### src/rtl/adder_result_stage.sv
// Registered result stage behind the CLA adder.
// Two-entry skid buffer with N/Z/C/V flag derivation and status commit.
module adder_result_stage #(
  parameter int WIDTH = 16
) (
  input  logic             Clk,
  input  logic             Rst_n,
  input  logic             InValid,
  output logic             InReady,
  input  logic [WIDTH-1:0] S,
  input  logic             Cout,
  input  logic             AMsb,
  input  logic             BMsb,
  input  logic             Sub,
  input  logic [3:0]       FlagWe,
  output logic             OutValid,
  input  logic             OutReady,
  output logic [WIDTH-1:0] Result,
  output logic [3:0]       ResFlags,
  output logic [3:0]       Flags,
  input  logic             FlagClr
);

  typedef struct packed {
    logic [WIDTH-1:0] s;
    logic [3:0]       f;
    logic [3:0]       we;
  } entry_t;

  typedef enum logic [1:0] {
    EMPTY,
    ONE,
    TWO
  } state_t;

  state_t     state, state_n;
  entry_t     main_q, main_n;
  entry_t     skid_q, skid_n;
  entry_t     in_e;
  logic       in_ready_q;
  logic [3:0] flags_q, flags_n;
  logic [3:0] base;
  logic       in_x, out_x;

  always_comb begin
    in_e.s    = S;
    in_e.f[3] = S[WIDTH-1];
    in_e.f[2] = (S == '0);
    in_e.f[1] = Cout ^ Sub;
    in_e.f[0] = (AMsb ~^ BMsb) & (S[WIDTH-1] ^ AMsb);
    in_e.we   = FlagWe;
  end

  assign in_x = InValid & in_ready_q;
  assign out_x = (state != EMPTY) & OutReady;

  always_comb begin
    state_n = state;
    main_n  = main_q;
    skid_n  = skid_q;
    unique case (state)
      EMPTY: begin
        if (in_x) begin
          main_n  = in_e;
          state_n = ONE;
        end
      end
      ONE: begin
        unique case ({in_x, out_x})
          2'b10: begin
            skid_n  = in_e;
            state_n = TWO;
          end
          2'b01: state_n = EMPTY;
          2'b11: main_n = in_e;
          default: ;
        endcase
      end
      TWO: begin
        if (out_x) begin
          main_n  = skid_q;
          state_n = ONE;
        end
      end
      default: state_n = EMPTY;
    endcase
  end

  // Clear applies before the commit, so enabled bits win.
  always_comb begin
    base    = FlagClr ? 4'b0000 : flags_q;
    flags_n = base;
    if (out_x)
      flags_n = (base & ~main_q.we) | (main_q.f & main_q.we);
  end

  always_ff @(posedge Clk or negedge Rst_n) begin
    if (!Rst_n) begin
      state      <= EMPTY;
      main_q     <= '0;
      skid_q     <= '0;
      in_ready_q <= 1'b1;
      flags_q    <= 4'b0000;
    end else begin
      state      <= state_n;
      main_q     <= main_n;
      skid_q     <= skid_n;
      in_ready_q <= (state_n != TWO);
      flags_q    <= flags_n;
    end
  end

  assign InReady  = in_ready_q;
  assign OutValid = (state != EMPTY);
  assign Result   = main_q.s;
  assign ResFlags = main_q.f;
  assign Flags    = flags_q;

endmodule

### config.mk
export PLATFORM = sky130hd
export DESIGN_NAME = adder_result_stage
export DESIGN_NICKNAME = d
export VERILOG_FILES = /design/src/rtl/adder_result_stage.sv
export SDC_FILE = /design/constraint.sdc
export NUM_CORES = 1
export LEC_CHECK = 0
export ABC_AREA = 1
export CAP_MARGIN = 20
export CORE_ASPECT_RATIO = 0.6
export CORE_MARGIN = 1
export CORE_UTILIZATION = 55
export CTS_CLUSTER_DIAMETER = 200
export DETAILED_ROUTE_END_ITERATION = 8
export DONT_BUFFER_PORTS = 1
export GPL_TIMING_DRIVEN = 0
export MAX_ROUTING_LAYER = met4
export PLACE_DENSITY = 0.73
export REMOVE_ABC_BUFFERS = 1
export SYNTH_ARGS = -nofsm -noshare
export SYNTH_HDL_FRONTEND = slang
export SYNTH_SLANG_ARGS = --single-unit
export TNS_END_PERCENT = 5
### constraint.sdc
create_clock -name Clk -period 1.4 [get_ports Clk]
set_clock_uncertainty 0.15 [all_clocks]
set_input_delay 0.14 -clock Clk [delete_from_list [all_inputs] [get_ports Clk]]
set_output_delay 0.14 -clock Clk [all_outputs]
set_load 0.005 [all_outputs]
==> flow_metrics.tcl <==
set metrics [dict create \
    antenna_left 0 \
    max-clock-path-buffers 2 \
    synth_cell_types 19 \
    rows 18 \
    holdBufCountCts 25 \
    fmax_ghz 0.636 \
    nets 369 \
    place_area_mm2 0.00240 \
    synthAdderAreaFrac 0 \
    antenna_found_initial 0 \
    wl_met3_um 539 \
    grt_pass1_vias 1933 \
    cp.required_ns 1.45 \
    synth_compound_area_frac 0.102 \
    synthesis.yosys.warnings 0 \
    drt_iter0_markers 136 \
    cts_sinks 53 \
    hp-class "in -> async" \
    fillers 354 \
    die_area_mm2 0.00492 \
    totalWireLength_um 6360 \
    crit_arrival_ns 1.62 \
    io_buffers 0 \
    firstDrtPassIters 4 \
    slew_viol_final 0 \
    die_w_um 89.9 \
    synthSimpleGateAreaFrac 0.243 \
    p_per_area_mw_per_mm2 1810 \
    crit_type "reg -> reg" \
    layout_setup_ws_ns -0.173 \
    wl_met1_um 3070 \
    clkTransAtPathRegs_ns 0.10 \
    hold_ws_ns -0.629 \
    ios 55 \
    track_usage 0.284 \
    ys_ff_latch 53 \
    hold_violations 53 \
    worstMarginPinSlew_ns 0.770 \
    grt_setup_unrepaired "true" \
    num_antenna_cells 0 \
    place_congestion 0.696 \
    chipHeight_um 54.8 \
    place_ws_ns -0.680 \
    fin_crit_ns 1.57 \
    outcome "finished with violations" \
    clock-root-buffer "clkbuf_8" \
    cts.htree.levels 2 \
    wl_met2_um 2690 \
    p_leak_nw 1.51 \
    initial_core_util 0.596 \
    synth_mux_area_frac 0 \
    via_count 2112 \
    ys_seq_area_frac 0.520 \
    tns_ns -3.92 \
    synthToLayoutAreaGrowth_pct 20.5 \
    viasPerCell 5.27 \
    grt_max_degree 54 \
    dp_hpwl_um 3040 \
    synth-xor-area-share 0.00343 \
    irDropWorstVdd_mv 0.928 \
    grt-ovfl-total 0 \
    cp_max_fo 8 \
    top_layer "met4" \
    relSlewSlack 0.486 \
    worstSetupStartpointType "flip-flop" \
    final.period_utilization 1.12 \
    grt_first_pass_wirelength_um 9920 \
    synth.cell_area_mm2 0.00255 \
    drt-wirelength-per-cell_um 15.9 \
    end_kind "flip-flop" \
    tritoncts "done" \
    core_mm2 0.00428 \
    numCtsBuffers 5 \
    cap_violations 0 \
    violations "hold timing, setup timing" \
    drc_errors 0 \
    drive_gt1_frac 0.141 \
    clk_latency_ns 0.30 \
    stdcell_area_mm2 0.00307 \
    synth_area_per_cell_um2 7.85 \
    synth_top_family_by_area "simple AND/OR/NAND/NOR gates" \
    synthCells 325 \
    finalSetupViolations 47 \
]
==> cell usage after synthesis, drive strengths merged <==
library cell | number | area share
buf | 30 | 0.085
nand4 | 1 | 0.0025
inv | 29 | 0.043
a21oi | 14 | 0.027
nand2 | 125 | 0.19
xor2 | 1 | 0.0034
dfstp | 1 | 0.010
nor2 | 30 | 0.047
nand3 | 2 | 0.0059
o21ai | 38 | 0.075
dfrtp | 52 | 0.51
clkbuf | 2 | 0.0029
==> per-stage QoR <==
step	util	power [mW]	cells
after floorplan	-	3.53	293
after global placement	0.561	3.80	353
after detailed placement	0.561	3.88	353
after CTS	0.698	5.40	399
after global routing	0.718	5.93	401
final	0.718	5.55	401
==> sequential cells by signal (all words and copies together) (netlist names) <==
name,count
skid_q,23
Result,16
Flags,4
main_q,4
ResFlags,3
state,2
InReady,1
==> per-layer routing <==
| metal | GRT usage | vias to the layer above |
|---|---|---|
| met5 | - | - |
| li1 | - | 1033 |
| met2 | 0.438 | 79 |
| met4 | 0.0833 | 0 |
| met3 | 0.0708 | 6 |
| met1 | 0.379 | 994 |
==> cell families (layout without fill, tap and decap cells) <==
family,Yosys count,in the layout
xor+xnor,1,1
compound gates,52,52
flops,53,53
simple gates,158,168
buf+inv,61,67
==> final cells by class <==
type	instances	area, um^2	area share
Inverter	29	124	0.0403
Sequential cell	53	1330	0.433
Clock inverter	2	37.5	0.0122
Timing Repair inverter	1	11.3	0.00366
Multi-Input combinational cell	221	1120	0.364
Timing Repair Buffer	29	293	0.0953
Clock buffer	6	82.6	0.0269
Tap cell	60	75.1	0.0244
==> path summary, 6_finish.rpt <==
path	from	end	slack (ns)	depth (start not counted)
hold reg to reg	main_q[3]	main_q[3]	0.34	2
max in group asynchronous	Rst_n	InReady	1.56	0
hold / removal	Rst_n	state[0]	-0.63	0
min in group Clk	AMsb	ResFlags[0]	0.08	5
setup reg to reg	InReady	skid_q[10]	-0.17	6
setup / recovery	InReady	skid_q[10]	-0.17	6
==> cell usage in the layout (no fill, tap or decap) <==
| cell type | count |
|---|---|
| nand3_4 | 8 |
| o21ai_1 | 10 |
| nand2_8 | 1 |
| clkinvlp_4 | 1 |
| o21ai_0 | 28 |
| nor2_4 | 3 |
| dlygate4sd3_1 | 25 |
| dfrtp_2 | 2 |
| dfstp_2 | 1 |
| buf_12 | 1 |
| xor2_1 | 1 |
| dfrtp_1 | 50 |
| nand4_1 | 1 |
| nand2_4 | 4 |
| nand3_1 | 1 |
| a21oi_2 | 6 |
| inv_2 | 2 |
| nor2_2 | 4 |
| inv_1 | 25 |
| clkinv_8 | 1 |
| buf_4 | 3 |
| a21oi_1 | 8 |
| inv_8 | 1 |
| nand2_2 | 2 |
| nand2_1 | 120 |
| inv_4 | 1 |
| bufinv_16 | 1 |
| nor2_1 | 24 |
| clkbuf_8 | 6 |
==> report_power, final <==
group / switching, mW / internal, mW
clock network: 0.502 / 0.582
logic: 1.14 / 0.619
registers: 0.470 / 2.24
==> worst max-delay path: stages (launching register included) <==
cell and delay (ns):
dfstp_2 0.57, nand2_4 0.06, nor2_4 0.10, buf_12 0.17, nand3_4 0.14, nor2_1 0.22, a21oi_2 0.05
==> timing repair <==
item                                    4_1_cts  5_1_grt
resized for setup                            26       21
cloned                                        9        2
hold endpoints to repair                    100       53
pin swaps                                     6        7
endpoints found under the setup margin       47       51
buffers inserted                              4        0
(Power assumes the default switching activity.)
